<file path="src/rtl/usb_packetizer.sv">
// Frames sign-extended samples into sync/sequence/payload byte frames for an
// FT245-style USB output stage, buffering samples in a small FIFO.
module usb_packetizer #(
  parameter int USB_DATA_WIDTH    = 8,
  parameter int SAMPLE_WIDTH      = 14,
  parameter int SAMPLES_PER_FRAME = 1024,
  parameter int FIFO_AW           = 4
) (
  input  logic                      clk_60mhz_i,
  input  logic                      rst_n_i,
  input  logic [SAMPLE_WIDTH-1:0]   sample_i,
  input  logic                      sample_valid_i,
  input  logic                      txe_n_i,
  output logic [USB_DATA_WIDTH-1:0] wdata_o,
  output logic                      send_data_o,
  output logic                      overflow_o,
  output logic [15:0]               frame_seq_o
);

  typedef enum logic [2:0] {
    IDLE, SYNC0, SYNC1, SEQ_HI, SEQ_LO, DAT_HI, DAT_LO
  } state_t;

  localparam int DEPTH = 2 ** FIFO_AW;

  logic [15:0]      mem [DEPTH];
  logic [FIFO_AW:0] wr_ptr, rd_ptr, rd_ptr_n;
  logic             full, empty, avail_n, consumed, pop, wr_en;
  logic [15:0]      sample_ext, head, head_n;

  state_t        state, state_n;
  logic [15:0]   seq, seq_n, cnt, cnt_n;
  logic [7:0]    wdata_n;
  logic          send_n;

  assign sample_ext = 16'($signed(sample_i));
  assign empty      = (wr_ptr == rd_ptr);
  assign full       = (wr_ptr[FIFO_AW] != rd_ptr[FIFO_AW]) &&
                      (wr_ptr[FIFO_AW-1:0] == rd_ptr[FIFO_AW-1:0]);
  assign consumed   = send_data_o && !txe_n_i;
  assign pop        = consumed && (state == DAT_LO);
  // A pop on the same edge frees the slot, so a write while full still lands.
  assign wr_en      = sample_valid_i && (!full || pop);

  // Head after this edge's pop; a write on this same edge is not yet visible.
  assign rd_ptr_n   = rd_ptr + {{FIFO_AW{1'b0}}, pop};
  assign avail_n    = (wr_ptr != rd_ptr_n);
  assign head       = mem[rd_ptr[FIFO_AW-1:0]];
  assign head_n     = mem[rd_ptr_n[FIFO_AW-1:0]];

  // NOTE: storage array carries no reset; the pointers alone define its contents.
  always_ff @(posedge clk_60mhz_i) begin
    if (wr_en) mem[wr_ptr[FIFO_AW-1:0]] <= sample_ext;
  end

  always_comb begin
    // NOTE: every output of this block gets a default first so no latch is inferred.
    state_n = state;
    seq_n   = seq;
    cnt_n   = cnt;
    case (state)
      IDLE:   if (!empty) state_n = SYNC0;
      SYNC0:  if (consumed) state_n = SYNC1;
      SYNC1:  if (consumed) state_n = SEQ_HI;
      SEQ_HI: if (consumed) state_n = SEQ_LO;
      SEQ_LO: if (consumed) state_n = DAT_HI;
      DAT_HI: if (consumed) state_n = DAT_LO;
      DAT_LO: begin
        if (consumed) begin
          if (({1'b0, cnt} + 17'd1) < 17'(SAMPLES_PER_FRAME)) begin
            state_n = DAT_HI;
            cnt_n   = cnt + 16'd1;
          end else begin
            state_n = IDLE;
            cnt_n   = '0;
            seq_n   = seq + 16'd1;
          end
        end
      end
      default: state_n = IDLE;
    endcase

    // Output registers are loaded from the state being entered.
    send_n  = 1'b1;
    wdata_n = wdata_o;
    case (state_n)
      SYNC0:  wdata_n = 8'hA5;
      SYNC1:  wdata_n = 8'h5A;
      SEQ_HI: wdata_n = seq_n[15:8];
      SEQ_LO: wdata_n = seq_n[7:0];
      DAT_HI: begin
        send_n = avail_n;
        if (avail_n) wdata_n = head_n[15:8];
      end
      DAT_LO: wdata_n = head[7:0];
      default: send_n = 1'b0;
    endcase
  end

  // NOTE: sequential state uses non-blocking assignments only.
  always_ff @(posedge clk_60mhz_i) begin
    if (!rst_n_i) begin
      state       <= IDLE;
      seq         <= '0;
      cnt         <= '0;
      wr_ptr      <= '0;
      rd_ptr      <= '0;
      wdata_o     <= '0;
      send_data_o <= 1'b0;
      overflow_o  <= 1'b0;
    end else begin
      state       <= state_n;
      seq         <= seq_n;
      cnt         <= cnt_n;
      rd_ptr      <= rd_ptr_n;
      wdata_o     <= wdata_n;
      send_data_o <= send_n;
      if (wr_en) wr_ptr <= wr_ptr + 1'b1;
      if (sample_valid_i && !wr_en) overflow_o <= 1'b1;
    end
  end

  assign frame_seq_o = seq;

endmodule

</file>
<file path="config.mk">
export PLATFORM = sky130hd
export DESIGN_NAME = usb_packetizer
export DESIGN_NICKNAME = d
export VERILOG_FILES = /design/src/rtl/usb_packetizer.sv
export SDC_FILE = /design/constraint.sdc
export NUM_CORES = 1
export LEC_CHECK = 0
export ABC_AREA = 1
export ABC_CLOCK_PERIOD_IN_PS = 3540
export BUFFER_PORTS_ARGS = -buffer_cell sky130_fd_sc_hd__buf_2
export CAP_MARGIN = 10
export CORE_MARGIN = 4
export CORE_UTILIZATION = 30
export DETAILED_ROUTE_END_ITERATION = 6
export SETUP_SLACK_MARGIN = 0.4
export SLEW_MARGIN = 10
export SYNTH_ARGS = -nofsm -noshare
export SYNTH_HDL_FRONTEND = slang
export SYNTH_SLANG_ARGS = --single-unit
export TNS_END_PERCENT = 50
</file>
<file path="constraint.sdc">
create_clock -name clk_60mhz_i -period 3.54 [get_ports clk_60mhz_i]
set_input_delay 0.177 -clock clk_60mhz_i [delete_from_list [all_inputs] [get_ports clk_60mhz_i]]
set_output_delay 0.177 -clock clk_60mhz_i [all_outputs]
set_load 0.02 [all_outputs]
</file>
==> results of run 1 <==
layout make-up:
cell class / instances / area [µm²] / area share, %
Sequential cell: 279 / 7829 / 56.56
Inverter: 72 / 275.3 / 1.989
Multi-Input combinational cell: 693 / 3635 / 26.26
Clock inverter: 15 / 75.07 / 0.5424
Timing Repair Buffer: 96 / 623.1 / 4.502
Clock buffer: 37 / 755.7 / 5.460
Tap cell: 518 / 648.1 / 4.683
critical path, cell delays in order (launching register included):
cell and delay, ns:
dfxtp_1 0.33, inv_1 0.04, or2_1 0.32, nor2_4 0.15, ha_1 0.19, ha_1 0.25, inv_1 0.06, buf_4 0.28
a21oi_1 0.07, a22oi_1 0.18, nand2_1 0.07, o311ai_0 0.12, nand2_1 0.18, o21ai_0 0.29, o21bai_1 0.11, a21oi_1 0.12
per-layer routing:
layer,global-route usage (%),up-vias
li1,-,4004
met1,19.77,4142
met2,21.57,255
met3,2.708,47
met4,2.896,6
met5,0,-
metrics by stage:
step	std cells	util [%]
global placement	1654	33.33
global route	1710	35.56
floorplan	1090	-
finish	1710	35.56
detailed placement	1654	33.33
CTS	1710	35.56
power by group:
group / switching (mW) / internal [mW] / total [mW]
Sequential: 0.0267 / 3.59 / 3.61
Combinational: 0.196 / 0.0753 / 0.271
Clock: 1.21 / 1.50 / 2.70
Total: 1.43 / 5.16 / 6.59
cells in the final DEF (no fill, tap or decap), types with 6 or more instances in the layout:
| cell type | instances |
|---|---|
| inv_2 | 8 |
| inv_1 | 60 |
| clkbuf_1 | 8 |
| edfxtp_1 | 224 |
| a21oi_1 | 88 |
| dfxtp_1 | 54 |
| a221oi_1 | 10 |
| buf_2 | 43 |
| o22ai_1 | 7 |
| buf_4 | 49 |
| clkinv_1 | 10 |
| a22oi_1 | 13 |
| nor2_1 | 127 |
| xnor2_1 | 7 |
| o221a_2 | 6 |
| nand2_1 | 221 |
| nand4_1 | 10 |
| nand2_2 | 9 |
| o311ai_0 | 14 |
| nor2_2 | 7 |
| nand3_1 | 28 |
| clkbuf_16 | 29 |
| o21ai_0 | 47 |
| o21ai_1 | 11 |
| nor3_1 | 10 |
| a32o_1 | 7 |
| xor2_1 | 19 |
| ha_1 | 8 |
timing repair:
item	4_1_cts	5_1_grt
gates resized for setup	0	1
endpoints found under the setup margin	0	14
hold buffers	4	0
hold endpoints to repair	25	0
registers in the layout, indices dropped and copies added (netlist names):
name	flops
wdata_o	8
wr_ptr	5
send_data_o	1
cnt	16
mem	224
frame_seq_o	16
rd_ptr	5
overflow_o	1
state	3
cell families (layout without fill, tap and decap cells):
kind of cell    Yosys count  after routing  share of synthesized area [%]
simple gates            435            435                          15.98
fa+ha+maj                 8              8                         0.8409
compound gates          223            223                          11.60
buf+inv                 118            220                          3.836
xor+xnor                 27             27                          1.987
flops                   279            279                          65.76
worst max-delay path by stage:
| stage | cells after the start | endpoint | startpoint |
|---|---|---|---|
| finish | 15 | wdata_o[4] | send_data_o |
| global route | 17 | wdata_o[5] | send_data_o |
| CTS | 12 | wdata_o[4] | send_data_o |
| detailed placement | 12 | wdata_o[4] | send_data_o |
| global placement | 14 | wdata_o[4] | send_data_o |
| floorplan | 20 | wdata_o[6] | send_data_o |
==> run_results.csv, run 1 <==
group,metric,value,unit
clock_network,cts_buffer_depth,3,
placed_design,place_congestion,0.8456,
clock_network,cts_setup_buffers,0,
die,die_x,207.2,µm
placed_design,port_buffers,43,
critical_path,r2r_start,"send_data_o",
clock_network,cts_tree,"built",
placed_design,dp_slack,0.6167,ns
detailed_routing,met3_length,2093,µm
critical_path,path_max_fanout,25,
synthesis,syn_inst,1090,
final_layout,fillers,3820,
placed_design,placed_area,12970,µm²
sta,fin_ws,0.7000,ns
die,core-area,38920,µm²
synthesis,yosysTopAreaCellShare,56.51,%
grt,antenna_found_initial,3,
die,boundaryPins,44,
grt,grt_pass1_vias,8014,
grt,grt_max_degree,49,
clock_network,path_clk_slew,0.06,ns
synthesis,syn_avg_cell_area,10.92,µm²
die,dieArea,42930,µm²
detailed_routing,vias,8454,
critical_path,critPathKind,"reg -> reg",
detailed_routing,drtIter0Drc,869,
grt,grt_first_pass_wirelength,47200,µm
pwr,report.power.total,6.589,mW
detailed_routing,top_layer,"met5",
clock_network,clk_latency,0.55,ns
sta,fin_worst_skew,0.007103,ns
final_layout,drive_above_1_share,15.27,%
sta,rsz0062_at_grt,"false",
detailed_routing,drc,0,
outcome,status,"complete, no violations",
pwr,vdd.ir_drop.worst,0.0002817,V
synthesis,syn_nets,1116,
critical_path,r2r_cells,15,
synthesis,ys.flop_type,"edfxtp_1",
critical_path,critical_path_arrival,3.32,ns
synthesis,yosys_warnings,0,
synthesis,ys_seq_area_share,65.76,%
synthesis,ys_types,49,
detailed_routing,postRouteAntennaNets,0,
final_layout,fin_area,13840,µm²
synthesis,syn_area,11900,µm²
detailed_routing,avgViaCountPerCell,4.944,
sta,post-route-period-util,80.23,%
job,drv_cap,0,
detailed_routing,wl_met2,13940,µm
critical_path,timing.rr.end,"wdata_o[4]",
min_path,worstHoldStart,"sample_i[10]",
sta,tightest_slew,0.5966,ns
synthesis,yosysMostFrequentCell,"edfxtp_1",
placed_design,dpl.hpwl,19900,µm
grt,grt_use_total,13.69,%
critical_path,worst_setup_path_end_kind,"register",
final_layout,nets,1197,
sta,hold-worst-slack,0.01603,ns
synthesis,synth.area.top_cells,"edfxtp_1 (57%), dfxtp_1 (9.2%), nand2_1 (7.0%), nor2_1 (4.1%), a21oi_1 (3.7%)",
min_path,hp-class,"in -> reg",
clock_network,numCtsBuffers,29,
sta,setup-violations-final,0,
sta,slew_violations,0,
pwr,p_leak,4.894,nW
synthesis,ys_ff_latch,279,
sta,slew_headroom,59.72,%
synthesis,synth_edf_count,224,
sta,period_needed,2.840,ns
critical_path,cp-start-kind,"register",
final_layout,area_growth,16.27,%
clock_network,clockRootBuffer,"clkbuf_16",
critical_path,cp.required,4.02,ns
synthesis,synthTopCellsByCount,"edfxtp_1 (224), nand2_1 (221), nor2_1 (130)",
clock_network,cts_sinks,279,
clock_network,htreeDepth,1,
detailed_routing,drt_wl_total,30470,µm
detailed_routing,first_pass_iters,5,
sta,max_freq,352.1,MHz
final_layout,diodes,0,
detailed_routing,wl_per_cell,17.82,µm
detailed_routing,m1WireLength,13740,µm
synthesis,synth_top_area_cell,"edfxtp_1",
sta,setup_tns,0,ns
grt,globalRouteOverflowTotal,0,
die,fp-row-count,72,
critical_path,r2r_setup_slack,0.70,ns
sta,hold_viol,0,
min_path,holdPathStages,1,
synthesis,synthArstFlopShare,0,%
pwr,power_density,476.0,nW/µm²
die,chipHeight,207.2,µm
min_path,hold_end,"mem[4][10]",
die,start_util,30.59,%
No activity file was read; power rests on OpenSTA's default activity.
==> run 2, diff against run 1 <==
Settings changed: ABC_CLOCK_PERIOD_IN_PS 3540 to 2400.
Clock period 3.54 ns to 2.4 ns, I/O delays scaled along.
==> run_results.csv, run 2 (synthesis results as in run 1) <==
group,metric,value,unit
final_layout,largest_reg_flops,224,
placed_design,port_buffers,43,
clock_network,cts_sinks,279,
detailed_routing,drt_wl_total,34170,µm
pwr,p_leak,5.748,nW
clock_network,clk_latency,0.56,ns
sta,fin_worst_skew,0.01685,ns
grt,grt_pass1_vias,8820,
grt,grt_max_degree,34,
clock_network,clockRootBuffer,"clkbuf_16",
die,start_util,30.59,%
final_layout,area_growth,34.50,%
job,drv_cap,0,
critical_path,r2r_setup_slack,-0.05,ns
critical_path,cp.required,2.88,ns
placed_design,dp_slack,-0.1120,ns
clock_network,path_clk_slew,0.06,ns
critical_path,critPathKind,"reg -> reg",
sta,hold_viol,0,
detailed_routing,first_pass_iters,5,
sta,period_needed,2.453,ns
sta,slew_violations,0,
pwr,vdd.ir_drop.worst,0.0005939,V
outcome,status,"finished with violations",
placed_design,dpl.hpwl,21910,µm
detailed_routing,postRouteAntennaNets,0,
sta,rsz0062_at_grt,"true",
critical_path,crit_chain,"inv_2, or2_4, nor2_4, ha_4, ha_4, inv_6, buf_6, a21oi_1, a22oi_1, nand2_1, o311ai_0, nand2_1, o21ai_2, o21bai_1, a21oi_1",
critical_path,worst_setup_path_end_kind,"register",
final_layout,final_common_cell,"edfxtp_1",
die,fp-row-count,72,
clock_network,cts_tree,"built",
detailed_routing,avgViaCountPerCell,4.937,
clock_network,numCtsBuffers,30,
die,dieArea,42930,µm²
clock_network,htreeDepth,1,
pwr,power_density,647.1,nW/µm²
sta,post-route-period-util,102.2,%
outcome,violations,"setup timing",
die,die_x,207.2,µm
critical_path,slowest_delay,0.34,ns
sta,fin_ws,-0.05252,ns
final_layout,diodes,0,
grt,grt_first_pass_wirelength,52160,µm
die,core-area,38920,µm²
detailed_routing,vias,8995,
sta,setup-violations-final,4,
final_layout,layout_common_cells,"edfxtp_1 (224), nand2_1 (201), nor2_1 (101), buf_4 (89), a21oi_1 (82)",
final_layout,nets,1310,
critical_path,critical_path_arrival,2.94,ns
sta,slew_headroom,71.16,%
min_path,hp-class,"in -> reg",
detailed_routing,drtIter0Drc,770,
die,chipHeight,207.2,µm
grt,antenna_found_initial,0,
sta,max_freq,407.7,MHz
critical_path,path_max_fanout,12,
grt,grt_use_total,15.27,%
die,boundaryPins,44,
detailed_routing,drc,0,
sta,hold-worst-slack,0.01715,ns
clock_network,cts_buffer_depth,3,
detailed_routing,wl_per_cell,18.75,µm
final_layout,drive_above_1_share,30.67,%
sta,tightest_slew,0.4315,ns
critical_path,cp-start-kind,"register",
placed_design,place_congestion,0.8468,
grt,globalRouteOverflowTotal,0,
critical_path,cp_slowest_cell,"dfxtp_4",
## run 2: path summary, 6_finish.rpt
| check | from | end | cells after the start |
|---|---|---|---|
| setup reg to reg | send_data_o | wdata_o[4] | 15 |
| hold reg to reg | cnt[14] | cnt[14] | 2 |
| hold / removal | sample_i[11] | mem[1][11] | 1 |
| setup / recovery | send_data_o | wdata_o[4] | 15 |
## run 2: area by class of cell
class,instances,area [µm²]
Multi-Input combinational cell,693,4278
Inverter,72,292.8
Fill cell,3668,22910
Clock buffer,35,769.5
Tap cell,518,648.1
Sequential cell,279,7863
Timing Repair Buffer,208,1987
Clock inverter,17,172.7
## run 2: per-stage QoR
stage | cell area [µm²] | total power, mW | cells | utilization [%] | TNS (ns)
after floorplan | 12110 | 5.666 | 1090 | - | -1.585
after global placement | 13780 | 5.905 | 1720 | 35.40 | -0.1755
after detailed placement | 13780 | 5.910 | 1720 | 35.40 | -0.5312
after CTS | 15430 | 10.43 | 1806 | 39.65 | 0
after global routing | 16010 | 10.70 | 1822 | 41.14 | -1.078
final | 16010 | 10.36 | 1822 | 41.14 | -0.08709
## run 2: critical path: cells and delay by family, from the launching register on
kind	cells	cell delay, ns
fa+ha+maj	2	0.39
buf+inv	3	0.28
simple gates	4	0.60
compound gates	6	0.77
flops	1	0.34
## run 2: timing repair
item                                   in CTS  in global routing
setup buffers                              13                 15
gates resized for setup                    81                126
gates cloned                                6                  1
endpoints found under the hold margin     221                  0
pin swaps                                  21                 47
setup endpoints to repair                 257                261
hold buffers                               15                  0
## run 2: power breakdown
| part | total (mW) | switching, mW | internal, mW | leakage, nW |
|---|---|---|---|---|
| logic | 0.571 | 0.359 | 0.211 | 2.83 |
| clock network | 4.46 | 1.87 | 2.60 | 0.440 |
| registers | 5.33 | 0.0407 | 5.29 | 2.48 |
| total | 10.4 | 2.27 | 8.09 | 5.75 |
## run 2: routing by layer
layer | track usage, % | vias up | wire length [µm]
met5 | 0 | - | 0
met4 | 4.286 | 0 | 1063
met3 | 2.814 | 59 | 2284
met2 | 24.50 | 280 | 16020
met1 | 21.36 | 4405 | 14800
li1 | - | 4251 | -
==> run 3, diff against run 2 <==
Settings changed: SKIP_CTS_REPAIR_TIMING set to 1.
==> run_results.csv, run 3 (synthesis results as in run 1) <==
group,metric,value,unit
final_layout,diodes,0,
clock_network,cts_buffer_depth,3,
critical_path,cp-start-kind,"register",
grt,antenna_found_initial,0,
die,start_util,30.59,%
sta,hold_viol,0,
detailed_routing,met3_length,2202,µm
critical_path,crit_chain,"inv_2, or2_4, nor2_4, ha_4, inv_4, buf_12, buf_4, a21oi_1, o311ai_0, buf_4, nand4_1, nand2_1, inv_1, nand2_1, nand2_2, a21oi_2",
sta,fin_ws,-0.06481,ns
clock_network,clockRootBuffer,"clkbuf_16",
final_layout,fin_area,15790,µm²
clock_network,path_clk_slew,0.06,ns
detailed_routing,drc,0,
min_path,hp-class,"in -> reg",
detailed_routing,m1WireLength,14680,µm
critical_path,worst_setup_path_end_kind,"register",
final_layout,largest_reg_flops,224,
critical_path,slowest_delay,0.36,ns
clock_network,cts_sinks,279,
placed_design,place_congestion,0.8468,
pwr,vdd.ir_drop.worst,0.0005901,V
final_layout,nets,1299,
pwr,power_density,655.3,nW/µm²
critical_path,critical_path_arrival,2.95,ns
placed_design,dpl.hpwl,21910,µm
detailed_routing,first_pass_iters,5,
outcome,violations,"setup timing",
outcome,status,"finished with violations",
die,die_x,207.2,µm
sta,rsz0062_at_grt,"true",
clock_network,numCtsBuffers,30,
die,chipHeight,207.2,µm
sta,tightest_slew,0.4679,ns
sta,period_needed,2.465,ns
clock_network,cts_tree,"built",
sta,slew_violations,0,
die,core-area,38920,µm²
final_layout,drive_above_1_share,29.08,%
die,fp-row-count,72,
detailed_routing,wl_met2,15760,µm
die,boundaryPins,44,
pwr,report.power.total,10.35,mW
final_layout,area_growth,32.63,%
detailed_routing,drtIter0Drc,697,
sta,slew_headroom,68.67,%
clock_network,clk_latency,0.56,ns
sta,post-route-period-util,102.7,%
job,drv_cap,0,
critical_path,cp_slowest_cell,"o311ai_0",
critical_path,path_max_fanout,7,
final_layout,final_common_cell,"edfxtp_1",
detailed_routing,postRouteAntennaNets,0,
pwr,p_leak,5.655,nW
grt,grt_pass1_vias,8601,
placed_design,placed_area,13780,µm²
grt,grt_first_pass_wirelength,50470,µm
grt,grt_max_degree,36,
detailed_routing,top_layer,"met4",
clock_network,htreeDepth,1,
detailed_routing,vias,8883,
critical_path,critPathKind,"reg -> reg",
sta,fin_worst_skew,0.01651,ns
critical_path,cp.required,2.88,ns
sta,setup-violations-final,2,
grt,grt_use_total,14.70,%
final_layout,layout_common_cells,"edfxtp_1 (224), nand2_1 (206), nor2_1 (106), buf_4 (87), a21oi_1 (76)",
detailed_routing,drt_wl_total,33490,µm
placed_design,port_buffers,43,
detailed_routing,avgViaCountPerCell,4.905,
die,dieArea,42930,µm²
sta,max_freq,405.7,MHz
detailed_routing,wl_per_cell,18.49,µm
grt,globalRouteOverflowTotal,0,
sta,setup_tns,-0.07997,ns
run 3: changes by cell type in the layout (fill, tap and decap cells not counted), moves of 3 or more:
cell | before | now
nand2_1 | 201 | 206
nand3_1 | 18 | 21
o311ai_2 | 5 | 2
a21oi_2 | 9 | 15
a21oi_1 | 82 | 76
nand2_2 | 21 | 18
nor2_1 | 101 | 106
clkbuf_16 | 32 | 35
buf_6 | 32 | 25
nor2_4 | 30 | 26
buf_12 | 19 | 16
run 3: final cells by class:
| type | count | area [µm²] |
|---|---|---|
| timing repair buffer | 197 | 1836 |
| clock inverter | 17 | 172.7 |
| fill | 3689 | 23130 |
| tap | 518 | 648.1 |
| multi-input combinational | 693 | 4202 |
| clock buffer | 35 | 769.5 |
| inverter | 72 | 297.8 |
| sequential | 279 | 7863 |
run 3: final timing paths:
path	from	to	slack, ns	cells after the start
max	send_data_o	wdata_o[3]	-0.06	16
min reg2reg	overflow_o	overflow_o	0.47	2
max reg2reg	send_data_o	wdata_o[3]	-0.06	16
min	sample_i[11]	mem[1][11]	0.007	1
run 3: through the flow:
step / setup slack (ns) / cells / util (%) / hold slack [ns]
final: -0.06481 / 1811 / 40.57 / 0.007220
after floorplan: -0.2181 / 1090 / - / 0.2189
after global routing: -0.1450 / 1811 / 40.57 / 0.02011
after global placement: -0.07174 / 1720 / 35.40 / 0.4715
after CTS: -0.1433 / 1772 / 37.82 / -0.09542
after detailed placement: -0.1120 / 1720 / 35.40 / 0.4640
run 3: where the power goes:
group	leakage, nW	internal [mW]	total [mW]	switching, mW
clock	0.440	2.60	4.46	1.86
sequential	2.48	5.29	5.33	0.0399
combinational	2.74	0.206	0.560	0.353
total	5.65	8.09	10.3	2.26
run 3: critical path: cells and delay by family, from the launching register on:
family / cells / cell delay (ns)
compound gates: 3 / 0.52
buf+inv: 6 / 0.61
simple gates: 6 / 0.69
flops: 1 / 0.34
fa+ha+maj: 1 / 0.23
run 3: routing by layer:
layer | track usage, % | vias up
li1 | - | 4223
met1 | 20.50 | 4362
met2 | 23.77 | 245
met3 | 2.965 | 53
met4 | 3.488 | 0
met5 | 0 | -
